**src/rtl/controle_batalha_naval_pkg.sv**
```systemverilog
// Shared definitions for the naval-battle game controller: FSM state encoding
// and winner codes.
package controle_batalha_naval_pkg;

    typedef enum logic [1:0] {
        ESPERA_J1 = 2'd0,
        ESPERA_J2 = 2'd1,
        AVALIA    = 2'd2,
        FIM       = 2'd3
    } estado_t;

    localparam logic VENC_J1 = 1'b0;
    localparam logic VENC_J2 = 1'b1;

endpackage

```
**src/rtl/controle_batalha_naval_contador.sv**
```systemverilog
// Attempt counter for the game controller: synchronous clear has priority over
// the count enable. The reset is asynchronous.
module contador_tentativas #(
    parameter int unsigned CW = 3
) (
    input  logic          clk,
    input  logic          rst,
    input  logic          clr,
    input  logic          en,
    output logic [CW-1:0] q
);

    // NOTE: state registers use non-blocking assignments so every flop samples
    // pre-edge values and simulation ordering cannot change the result.
    always_ff @(posedge clk or posedge rst) begin
        if (rst) begin
            q <= '0;
        end else if (clr) begin
            q <= '0;
        end else if (en) begin
            q <= q + CW'(1);
        end
    end

endmodule

```
**src/rtl/controle_batalha_naval.sv**
```systemverilog
// Naval-battle game controller: captures the secret, accepts guesses, evaluates
// the external comparator's hit flag and holds the winner until a new game.
module controle_batalha_naval
    import controle_batalha_naval_pkg::*;
#(
    parameter int unsigned W        = 3,
    parameter int unsigned MAX_TENT = 4,
    parameter int unsigned CW       = 3
) (
    input  logic          clk,
    input  logic          rst,
    input  logic          novo_jogo,
    input  logic          j1_valid,
    input  logic [W-1:0]  j1_dado,
    output logic          j1_ready,
    input  logic          j2_valid,
    input  logic [W-1:0]  j2_dado,
    output logic          j2_ready,
    input  logic          acerto,
    output logic [W-1:0]  jogada1,
    output logic [W-1:0]  jogada2,
    output logic [CW-1:0] tentativas,
    output logic          fim,
    output logic          vencedor
);

    estado_t estado, prox;
    logic    cap_j1, cap_j2, venc_load, venc_d;

    contador_tentativas #(.CW(CW)) u_contador (
        .clk (clk),
        .rst (rst),
        .clr (novo_jogo),
        .en  (cap_j2),
        .q   (tentativas)
    );

    // NOTE: every signal written here gets a default first, so no path through
    // the case statement can leave one unassigned and infer a latch.
    always_comb begin
        prox      = estado;
        j1_ready  = 1'b0;
        j2_ready  = 1'b0;
        fim       = 1'b0;
        cap_j1    = 1'b0;
        cap_j2    = 1'b0;
        venc_load = 1'b0;
        venc_d    = VENC_J1;
        case (estado)
            ESPERA_J1: begin
                j1_ready = 1'b1;
                if (j1_valid) begin
                    cap_j1 = 1'b1;
                    prox   = ESPERA_J2;
                end
            end
            ESPERA_J2: begin
                j2_ready = 1'b1;
                if (j2_valid) begin
                    cap_j2 = 1'b1;
                    prox   = AVALIA;
                end
            end
            AVALIA: begin
                if (acerto) begin
                    prox      = FIM;
                    venc_load = 1'b1;
                    venc_d    = VENC_J2;
                end else if (tentativas == CW'(MAX_TENT)) begin
                    prox      = FIM;
                    venc_load = 1'b1;
                    venc_d    = VENC_J1;
                end else begin
                    prox = ESPERA_J2;
                end
            end
            FIM:     fim  = 1'b1;
            default: prox = ESPERA_J1;
        endcase
        // Restart wins over any transfer offered in the same cycle; ready stays
        // a function of state alone.
        if (novo_jogo) begin
            prox      = ESPERA_J1;
            cap_j1    = 1'b0;
            cap_j2    = 1'b0;
            venc_load = 1'b0;
        end
    end

    always_ff @(posedge clk or posedge rst) begin
        if (rst) begin
            estado   <= ESPERA_J1;
            jogada1  <= '0;
            jogada2  <= '0;
            vencedor <= VENC_J1;
        end else begin
            estado <= prox;
            if (cap_j1) jogada1 <= j1_dado;
            if (novo_jogo)   jogada2 <= '0;
            else if (cap_j2) jogada2 <= j2_dado;
            if (novo_jogo)      vencedor <= VENC_J1;
            else if (venc_load) vencedor <= venc_d;
        end
    end

endmodule

```
**config.mk**
```make
export PLATFORM = sky130hd
export DESIGN_NAME = controle_batalha_naval
export DESIGN_NICKNAME = d
export VERILOG_FILES = /design/src/rtl/controle_batalha_naval_pkg.sv /design/src/rtl/controle_batalha_naval_contador.sv /design/src/rtl/controle_batalha_naval.sv
export SDC_FILE = /design/constraint.sdc
export NUM_CORES = 1
export LEC_CHECK = 0
export ABC_CLOCK_PERIOD_IN_PS = 3400
export BUFFER_PORTS_ARGS = -buffer_cell sky130_fd_sc_hd__buf_2
export CAP_MARGIN = 25
export CORE_ASPECT_RATIO = 1.2
export CORE_MARGIN = 3
export CORE_UTILIZATION = 25
export DETAILED_ROUTE_END_ITERATION = 12
export GPL_TIMING_DRIVEN = 0
export PLACE_DENSITY = 0.5
export SLEW_MARGIN = 25
export SYNTH_ARGS = -nofsm -noshare
export SYNTH_HDL_FRONTEND = slang
export SYNTH_SLANG_ARGS = --single-unit
export TNS_END_PERCENT = 1
```
**constraint.sdc**
```tcl
create_clock -name clk -period 3.4 [get_ports clk]
set_input_delay 0.34 -clock clk [delete_from_list [all_inputs] [get_ports clk]]
set_output_delay 0.34 -clock clk [all_outputs]
set_load 0.03 [all_outputs]
```
# [Word-level counts from Yosys, hierarchy flattened]
# Index checks and enable logic that the tools add are counted.
[totals] reg_bits=12 input_bits=12 elab_cells=44
[classes] eq_ne=6 reduce_logical=5 mux=27 add_sub_neg=1
[op_table] op="$mux 1" count=17
[op_table] op="$mux 3" count=4
[op_table] op="$mux 2" count=5
[op_table] op="$ne 3x3->1 const B" count=2
[op_table] op="$pmux 2 s3" count=1
[op_table] op="$eq 2x2->1 const B" count=2
[op_table] op="$reduce_bool 2->1" count=2
[op_table] op="$reduce_bool 4->1" count=1
[op_table] op="$add 3x1->3 const B" count=1
[op_table] op="$eq 3x3->1 const B" count=1
[op_table] op="$reduce_and 3->1" count=1
[op_table] op="$eq 2x1->1 const B" count=1
[op_table] op="$logic_not 2->1" count=1

# [Logic depth before layout (Yosys ltp)]
# Gate-level depths: netlist (run 1).
[depth] word_depth=7 mapped_depth=6 ltp_nobuf=5

# [By module]
# A second synthesis (run 1) with hierarchy kept.
[hier_totals] hier_cells=60 area_unflattened_um2=635.6
[modules_own_cells] mod="controle_batalha_naval" n_inst=1 area_per_inst_um2=495.5 cells_per_inst=48 seq_area_each_um2=225.2
[modules_own_cells] mod="contador_tentativas" n_inst=1 area_per_inst_um2=140.1 cells_per_inst=12 seq_area_each_um2=75.1

# [Worst setup path before layout (run 1)]
# No wires, ideal clock.
[synth_path] path_kind="register to register" start="register estado[1]" end="register estado[1]" path_buffers=1 arrival_time_ps=1422 setup_slack_ps=1856 setup_ps=122 synth_period_minus_slack_ps=1544 path_stages_with_launch=7 path_cell_list="dfrtp_1 > inv_1 > ha_1 > buf_6 > a211oi_2 > nor4b_2 > a32o_1"
[synth_between] elab_chain_len=3
[synth_lines] item="start: declaration" line_no="controle_batalha_naval.sv:27" text="estado_t estado, prox;"
[synth_lines] item="start signal: assignment" line_no="controle_batalha_naval.sv:97" text="estado <= prox;"
[synth_lines] item="$eq 2x1->1, or another cell as far along" line_no="controle_batalha_naval.sv:49" text="case (estado)"
[synth_lines] item="$ne 3x3->1 (no source line), or another cell as far along"
[synth_lines] item="$reduce_and 3->1 (no source line) or $mux 2 (tied branches)"
# Parallel ways exist; a longest one is shown, timed or not.
# A chain may end at the register's enable or synchronous reset.

# [Final worst setup path (run 1)]
[layout_path] start="register estado[1]" end="output j1_ready"
[layout_between] elab_chain_len=2
[layout_lines] item="$logic_not 2->1" line_no="controle_batalha_naval.sv:49"
[layout_lines] item="$mux 1" line_no="controle_batalha_naval.sv:49"
[layout_lines] item="end: declaration" line_no="controle_batalha_naval.sv:15" text="output logic j1_ready,"
# No other way between the ends.

==> results of run 1 <==
## logic make-up after synthesis
logic type	share of synthesized area [%]
simple gates	16.1
flops	46.7
compound gates	11.3
xor+xnor	2.72
fa+ha+maj	11.7
buf+inv	6.23
mux	5.25
## final cells by class
class / count / share of cell area [%]
Buffer: 3 / 2.55
Clock buffer: 4 / 4.35
Inverter: 5 / 2.25
Multi-Input combinational cell: 41 / 36.3
Sequential cell: 12 / 36.0
Tap cell: 31 / 4.65
Timing Repair Buffer: 23 / 13.8
## registers in the layout (all words and copies together) (netlist names)
| name | flops |
|---|---|
| estado | 2 |
| jogada1 | 3 |
| jogada2 | 3 |
| u_contador.q | 3 |
| vencedor | 1 |
## metrics by stage
stage | setup slack (ns) | util (%) | instances
after CTS | 1.81 | 35.1 | 119
after global routing | 1.72 | 35.1 | 119
final | 1.83 | 35.1 | 119
after floorplan | 1.86 | - | 61
after detailed placement | 1.90 | 33.5 | 115
after global placement | 1.93 | 33.5 | 115
## placed cells by master, fill, tap and decap left out
cell type	n
nand3b_1	1
a22oi_1	1
a32o_1	1
nor4b_2	1
buf_6	1
a21oi_1	5
xnor2_1	1
xor2_1	1
inv_1	5
buf_2	25
nor2_1	5
nand2_1	5
o311ai_1	1
ha_1	6
nand2b_1	1
a31o_2	1
a211oi_2	1
mux2_2	3
nand3_1	6
dfrtp_1	12
clkbuf_4	3
clkbuf_8	1
or2b_1	1
## worst max-delay path by stage
stage                          from        end  cells after the start
after global routing      estado[0]   j1_ready                      3
after detailed placement  estado[1]  estado[1]                      6
after floorplan           estado[1]  estado[1]                      6
after CTS                 estado[1]   j1_ready                      3
after global placement    estado[1]  estado[1]                      6
final                     estado[1]   j1_ready                      3
## where the power goes
group | switching, mW | leakage [nW] | internal (mW) | total, mW
sequential | 0.0106 | 0.159 | 0.162 | 0.172
clock | 0.0476 | 0.0210 | 0.0650 | 0.113
combinational | 0.100 | 0.236 | 0.0560 | 0.156
total | 0.158 | 0.416 | 0.283 | 0.441
## routing by layer
layer	track usage [%]	vias to the layer above
li1	-	262
met1	11.6	261
met2	16.0	26
met3	2.66	4
met4	7.66	0
met5	0	-
==> flow_metrics.py, run 1 <==
metrics = {
    "floorplanning": {
        "die_area_um2": 3220,
        "die_h_um": 61.6,
        "coreArea_um2": 2380,
        "die_x_um": 52.3,
        "io_pins": 25,
        "initial_core_util_pct": 27.1,
        "rows": 19,
    },
    "logic_synthesis": {
        "yosys-top-cells-area": "dfrtp_1, ha_1, mux2_2",
        "synthFlopType": "dfrtp_1",
        "synth_most_common_cell": "dfrtp_1",
        "yosysSeqAreaShare_pct": 46.7,
        "synth_warnings": 0,
        "synth.distinct_cells": 21,
        "syn_area_um2": 643,
        "synth_common_cells": "dfrtp_1, ha_1, nand3_1",
        "synth_area_per_cell_um2": 10.5,
        "synthArstFlopShare_pct": 100,
        "synth_top_cell_area_share_pct": 46.7,
        "synth_nets": 79,
        "synth_cells": 61,
        "ys_ff_latch": 12,
        "synth-edff-count": 0,
        "synth_top_cell_by_area": "dfrtp_1",
    },
    "cts": {
        "cts_buffer_depth": 2,
        "holdBufCountCts": 0,
        "htreeDepth": 1,
        "cts_tree": "yes",
        "clk_latency_ns": 0.27,
        "cts_resized": 0,
        "cts_buffers": 3,
        "clk_pin_slew_ns": 0.08,
        "post_cts_buffers": 0,
        "cts.sinks": 12,
        "root_buffer": "clkbuf_4",
    },
    "worst_setup_path": {
        "r2r_start": "estado[1]",
        "worst_r2r_endpoint": "estado[1]",
        "cpMaxStageDelayCell": "dfrtp_1",
        "cp.arrival_ns": 1.23,
        "crit_buf_inv": 2,
        "start_kind": "register",
        "crit_path_cell_trace": "inv_1 -> ha_1 -> buf_2",
        "crit_required_ns": 3.06,
        "cpPeakStageDelay_ns": 0.41,
        "critPathMaxFanout": 4,
        "r2r_slack_ns": 1.91,
        "critical-path-top-delay-family": "flip-flops",
        "worstSetupEndpointType": "output pin",
        "crit_type": "register to output pin",
        "r2r_cells": 6,
    },
    "power_and_ir_drop": {
        "finalPower_mw": 0.441,
        "ir_drop_v": 0.000213,
        "cellPowerDensity_nw_per_um2": 529,
        "power_leakage_nw": 0.416,
    },
    "min_path": {
        "hold_path.class": "primary input to async pin",
    },
    "detailed_routing": {
        "drt-wirelength-per-cell_um": 11.5,
        "viasPerCell": 4.65,
        "routed_wl_um": 1370,
        "vias": 553,
        "met3_wirelength_um": 95,
        "ant_nets": 0,
        "drc": 0,
        "drt_pass1_iterations": 4,
        "drt_iter0_markers": 8,
        "top_layer": "met4",
        "wl_met2_um": 624,
        "drt-met1-wl_um": 608,
    },
    "cells_and_area": {
        "final_cell_area_um2": 833,
        "drive_gt1_share_pct": 40.9,
        "syn_to_final_growth_pct": 29.6,
        "final_nets": 107,
        "diodes": 0,
        "fill_cells": 254,
        "multi_input_area_um2": 303,
        "regArea_um2": 300,
    },
    "placed_design": {
        "place_congestion": 0.700,
        "port_buffers": 23,
        "placed_area_um2": 797,
        "dp_hpwl_um": 1050,
    },
    "sta": {
        "drv_slew": 0,
        "tns_ns": 0,
        "fin_hold_ws_ns": 0.0674,
        "fmax_mhz": 638,
        "maxSlewHeadroom_pct": 68.2,
        "finalSetupViolCount": 0,
        "min_period_ns": 1.57,
        "hold_violations": 0,
        "fin_crit_sh_pct": 46.1,
        "skew_ns": 0.00676,
        "worst_pin_slew_ns": 0.476,
        "rsz0062_at_grt": "no",
    },
    "global_route": {
        "overflow": 0,
        "grt_pass1_vias": 544,
        "gr-usage-all-layers_pct": 10.1,
        "grt_max_degree": 13,
        "antenna_found_initial": 0,
        "grt_first_pass_wirelength_um": 2360,
    },
    "flow_run": {
        "maxCapViolations": 0,
    },
    "outcome": {
        "outcome": "finished clean",
    },
}
(Power assumes the default switching activity.)
==> run 2: changes to the inputs <==
Settings changed: ABC_AREA set to 1, ABC_CLOCK_PERIOD_IN_PS 3400 to 1400, PLACE_DENSITY 0.5 to 0.51.
Clock period 3.4 ns to 1.4 ns, I/O delays scaled along.
==> run 2 against run 1 <==
Compared with the run above:
- utilization grew 1.2 points
- synthesized cell count grew 39%
- area after synthesis grew 3.7%
- setup slack lost 1.8 ns
- first-iteration DRC count shrank 75%
- die area grew 3.3%
- largest cell class is now flip-flops and latches
- via count grew 8.1%
- highest routed layer unchanged
- critical path type unchanged
==> flow_metrics.py, run 2 <==
metrics = {
    "outcome": {
        "outcome": "finished clean",
    },
    "sta": {
        "skew_ns": 0.00843,
        "drv_slew": 0,
        "fin_hold_ws_ns": 0.0881,
        "maxSlewHeadroom_pct": 69.4,
        "tns_ns": 0,
        "min_period_ns": 1.37,
        "hold_violations": 0,
        "rsz0062_at_grt": "yes",
        "fmax_mhz": 731,
        "fin_crit_sh_pct": 97.7,
        "worst_pin_slew_ns": 0.459,
        "finalSetupViolCount": 0,
    },
    "cts": {
        "post_cts_buffers": 0,
        "clk_latency_ns": 0.27,
        "cts_buffers": 3,
        "htreeDepth": 1,
        "cts.sinks": 12,
        "cts_tree": "yes",
        "clk_pin_slew_ns": 0.08,
        "root_buffer": "clkbuf_4",
        "cts_buffer_depth": 2,
    },
    "cells_and_area": {
        "multi_input_area_um2": 294,
        "diodes": 0,
        "fin_util_pct": 36.3,
        "regArea_um2": 300,
        "mostFrequentLayoutCells": "buf_2, nand2_1, inv_1",
        "final_common_cell": "buf_2",
        "syn_to_final_growth_pct": 31.9,
        "fill_cells": 282,
        "reg_top3": "jogada1 x3, jogada2 x3, u_contador.q x3",
        "final_nets": 133,
        "drive_gt1_share_pct": 29.8,
    },
    "logic_synthesis": {
        "yosys-top-cells-area": "dfrtp_1, ha_1, nand2_1",
        "synth_cells": 85,
        "synthFlopType": "dfrtp_1",
        "synth_area_per_cell_um2": 7.85,
        "synthArstFlopShare_pct": 100,
        "synth_warnings": 0,
        "synth_top_cell_area_share_pct": 45.0,
        "yosysSeqAreaShare_pct": 45.0,
        "synth-edff-count": 0,
        "synth_top_cell_by_area": "dfrtp_1",
        "synth.distinct_cells": 13,
        "synth_common_cells": "nand2_1, inv_1, dfrtp_1",
        "syn_area_um2": 667,
        "synth_most_common_cell": "nand2_1",
        "ys_ff_latch": 12,
        "synth_nets": 103,
    },
    "min_path": {
        "hold_path.class": "primary input to register",
        "min_from": "j2_dado[2]",
    },
    "global_route": {
        "grt.busiest_layer": "met2",
        "met3_usage_pct": 1.91,
        "gr-usage-all-layers_pct": 9.84,
        "grt_max_degree": 13,
        "overflow": 0,
        "grt_first_pass_wirelength_um": 2430,
        "use_met2_pct": 14.4,
        "grt_pass1_vias": 579,
        "antenna_found_initial": 0,
        "use_met1_pct": 12.6,
    },
    "detailed_routing": {
        "vias": 598,
        "routed_wl_um": 1380,
        "viasPerCell": 4.12,
        "drc": 0,
        "drt-wirelength-per-cell_um": 9.54,
        "drt_pass1_iterations": 4,
        "ant_nets": 0,
        "drt_iter0_markers": 2,
    },
    "worst_setup_path": {
        "crit_path_cell_trace": "inv_1 -> ha_2 -> clkbuf_4",
        "r2r_slack_ns": 0.16,
        "cpPeakStageDelay_ns": 0.42,
        "cpMaxStageDelayCell": "dfrtp_1",
        "start_kind": "register",
        "r2r_start": "estado[0]",
        "crit_end": "j2_ready",
        "cp.arrival_ns": 1.23,
        "crit_required_ns": 1.26,
        "worstSetupEndpointType": "output pin",
        "crit_buf_inv": 2,
        "critPathMaxFanout": 6,
        "worstSetupPathDepth": 3,
        "critical_path.startpoint": "estado[1]",
        "worst_r2r_endpoint": "estado[1]",
        "r2r_cells": 8,
        "critical-path-top-delay-family": "flip-flops",
        "crit_type": "register to output pin",
    },
    "placed_design": {
        "port_buffers": 24,
        "dp_hpwl_um": 1120,
        "place_congestion": 0.729,
    },
    "power_and_ir_drop": {
        "ir_drop_v": 0.00106,
        "cellPowerDensity_nw_per_um2": 1810,
        "power_leakage_nw": 0.505,
    },
    "floorplanning": {
        "rows": 19,
        "die_area_um2": 3330,
        "coreArea_um2": 2420,
        "initial_core_util_pct": 27.5,
        "die_h_um": 62.6,
        "io_pins": 25,
        "die_x_um": 53.2,
    },
    "flow_run": {
        "maxCapViolations": 0,
    },
}
==> run 2: cell count changes after synthesis, moves of 3 or more <==
| cell | change |
|---|---|
| a21oi_1 | -4 |
| mux2_2 | -3 |
| inv_1 | +10 |
| nand2_1 | +12 |
| nor2_1 | +4 |
| o21ai_1 | +10 |
==> run 2: cell type report <==
type                       count  share of cell area (%)
buffer                         1                    1.28
sequential                    12                    34.1
tap                           31                    4.41
inverter                      17                    7.25
multi-input combinational     55                    33.4
timing repair buffer          25                    15.4
clock buffer                   4                    4.13
==> run 2: metal layers <==
metal	up-vias	share of wire [%]
li1	324	-
met1	254	48
met2	18	43
met3	2	8.0
met4	0	1.2
met5	-	0
==> run 2: worst reg2reg max path: cells and delay by family, from the launching register on <==
kind          cells  cell delay (ns)
fa+ha+maj         1             0.25
buf+inv           1             0.08
flops             1             0.40
simple gates      6             0.41
==> run 2: logic make-up after synthesis <==
kind of cell / Yosys count / synth area share (%)
and+or+nand+nor: 38 / 24.2
buffers and inverters: 18 / 11.3
DFF: 12 / 45.0
AOI/OAI and AO/OA: 11 / 8.25
adders and majority gates: 6 / 11.3
==> run 2: worst min-delay path by stage <==
| stage | endpoint | slack, ns | depth (start not counted) |
|---|---|---|---|
| final | jogada2[2] | 0.09 | 3 |
| after global routing | vencedor | 0.09 | 2 |
| after CTS | vencedor | 0.08 | 2 |
| after detailed placement | estado[1] | 0.19 | 2 |
| after global placement | jogada1[1] | 0.18 | 2 |
| after floorplan | estado[0] | 0.005 | 1 |
==> run 2: power breakdown <==
part / leakage (nW) / switching [mW] / internal, mW
clock network: 0.0210 / 0.120 / 0.158
logic: 0.325 / 0.542 / 0.259
registers: 0.158 / 0.0680 / 0.448
==> run 2: metrics by stage <==
step	cells	cell area, µm²	total power [mW]	worst slack [ns]
after floorplan	85	667	1.10	0.0445
after global placement	140	826	1.30	0.163
after detailed placement	140	826	1.32	0.128
after CTS	145	875	1.61	0.00226
after global routing	145	880	1.75	-0.0448
final	145	880	1.60	0.0324
==> run 2: repair_timing <==
| action | in CTS | in global routing |
|---|---|---|
| gates resized for setup | 1 | 2 |
| setup endpoints to repair | 1 | 2 |
| hold endpoints to repair | 12 | 0 |
| hold buffers | 1 | 0 |
==> run 3: changes to the inputs <==
Settings changed: CORE_ASPECT_RATIO 1.2 to not set.
==> run 3 against run 2 <==
Compared with the run above:
- cell count decreased by 0.69%
- count of clock-buffer cells in the layout unchanged
- combinational power increased by 8.0%
- setup slack improved by 0.069 ns
- wire length increased by 5.9%
- clock skew decreased by 0.0012 ns
- global-route usage increased by 0.47 points
- non-clock buffer count unchanged
- sequential power increased by 3%
- first-iteration DRC count increased to 8.0 times the previous value
- sequential cell count unchanged
==> flow_metrics.py, run 3 (synthesized netlist as in run 2, its figures left out) <==
metrics = {
    "outcome": {
        "outcome": "finished clean",
    },
    "detailed_routing": {
        "drc": 0,
        "routed_wl_um": 1470,
        "viasPerCell": 4.31,
        "ant_nets": 0,
        "drt_pass1_iterations": 4,
        "drt_iter0_markers": 16,
        "vias": 621,
        "drt-wirelength-per-cell_um": 10.2,
    },
    "global_route": {
        "overflow": 0,
        "grt_first_pass_wirelength_um": 2690,
        "use_met2_pct": 17.7,
        "grt_pass1_vias": 661,
        "grt_max_degree": 13,
        "gr-usage-all-layers_pct": 10.3,
        "use_met1_pct": 12.3,
        "antenna_found_initial": 0,
        "grt.busiest_layer": "met2",
        "met3_usage_pct": 1.34,
    },
    "floorplanning": {
        "die_x_um": 57.7,
        "die_h_um": 57.7,
        "io_pins": 25,
        "die_area_um2": 3320,
        "rows": 18,
        "coreArea_um2": 2500,
        "initial_core_util_pct": 26.7,
    },
    "worst_setup_path": {
        "cp.arrival_ns": 1.16,
        "worstSetupEndpointType": "output pin",
        "critPathMaxFanout": 6,
        "crit_type": "register to output pin",
        "crit_required_ns": 1.26,
        "start_kind": "register",
    },
    "placed_design": {
        "port_buffers": 24,
        "dp_slack_ns": 0.113,
        "place_congestion": 0.701,
        "placed_area_um2": 825,
        "dp_hpwl_um": 1200,
    },
    "power_and_ir_drop": {
        "p_int_mw": 0.911,
        "power_frac_seq_pct": 31.8,
        "p_sw_share_pct": 45.4,
        "ir_drop_v": 0.000884,
        "p_clk_share_pct": 16.3,
        "combPwrFrac_pct": 51.9,
        "cellPowerDensity_nw_per_um2": 1850,
        "p_sw_mw": 0.758,
        "power_leakage_nw": 0.506,
    },
    "sta": {
        "tns_ns": 0,
        "fin_crit_sh_pct": 92.8,
        "drv_slew": 0,
        "min_period_ns": 1.30,
        "setup_ws_ns": 0.101,
        "skew_ns": 0.00718,
        "rsz0062_at_grt": "no",
        "maxSlewHeadroom_pct": 68.8,
        "hold_violations": 0,
        "worst_pin_slew_ns": 0.467,
        "finalSetupViolCount": 0,
        "fmax_mhz": 770,
    },
    "cts": {
        "cts_tree": "yes",
        "clk_latency_ns": 0.27,
        "cts_buffers": 3,
        "cts.sinks": 12,
        "root_buffer": "clkbuf_4",
        "clk_pin_slew_ns": 0.08,
        "htreeDepth": 1,
        "cts_buffer_depth": 2,
    },
    "cells_and_area": {
        "reg_top3": "jogada1 x3, jogada2 x3, u_contador.q x3",
        "syn_to_final_growth_pct": 35.3,
        "final_common_cell": "buf_2",
        "fill_cells": 282,
        "final_cell_area_um2": 902,
        "drive_gt1_share_pct": 33.3,
        "final_nets": 133,
        "diodes": 0,
        "mostFrequentLayoutCells": "buf_2, nand2_1, inv_1",
    },
    "flow_run": {
        "maxCapViolations": 0,
    },
    "min_path": {
        "hold_path.class": "primary input to register",
    },
}
run 3: per-stage QoR:
stage	total power, mW	util [%]	hold WS (ns)	cells
after global placement	1.31	33.0	0.178	139
after CTS	1.61	34.9	0.0742	144
after detailed placement	1.32	33.0	0.185	139
final	1.67	36.1	0.0951	144
after floorplan	1.10	-	0.00470	85
after global routing	1.83	36.1	0.0881	144
run 3: layout make-up:
class	count	area [µm²]	share of cell area [%]
Multi-Input combinational cell	55	317	35.1
Sequential cell	12	302	33.4
Timing Repair Buffer	25	135	15.0
Inverter	17	63.8	7.07
Tap cell	30	37.5	4.16
Clock buffer	4	36.3	4.02
Buffer	1	11.3	1.25
run 3: what timing repair did:
action / CTS / global route
endpoints found under the hold margin: 12 / 0
hold buffers: 1 / 0
gates cloned: 0 / 0
buffers inserted: 0 / 0
pin swaps: 0 / 0
resized for setup: 1 / 8
setup endpoints to repair: 1 / 2
run 3: metal layers:
metal	vias to the layer above	share of wire, %
li1	323	-
met1	276	48
met2	20	46
met3	2	4.8
met4	0	1.2
met5	-	0
run 3: worst paths after layout:
check	start	end	slack, ns	cells past startpoint
worst min register to register	jogada1[1]	jogada1[1]	0.49	2
max in group asynchronous	rst	estado[0]	0.63	3
min in group asynchronous	rst	jogada2[1]	0.42	3
worst max-delay path	estado[1]	j2_ready	0.10	3
worst min-delay path	novo_jogo	vencedor	0.1	2
worst max register to register	estado[0]	estado[1]	0.18	7
run 3: critical path, cell delays in order (launching register included):
cell and delay, ns:
dfrtp_1 0.42, inv_2 0.11, ha_4 0.17, clkbuf_4 0.19
run 3: power by group through the flow:
| stage | clock [mW] | combinational [mW] | sequential [mW] |
|---|---|---|---|
| floorplan | 0 | 0.425 | 0.680 |
| global placement | 0 | 0.785 | 0.520 |
| detailed placement | 0 | 0.798 | 0.526 |
| CTS | 0.287 | 0.806 | 0.521 |
| global route | 0.305 | 0.971 | 0.556 |
| finish | 0.272 | 0.866 | 0.531 |
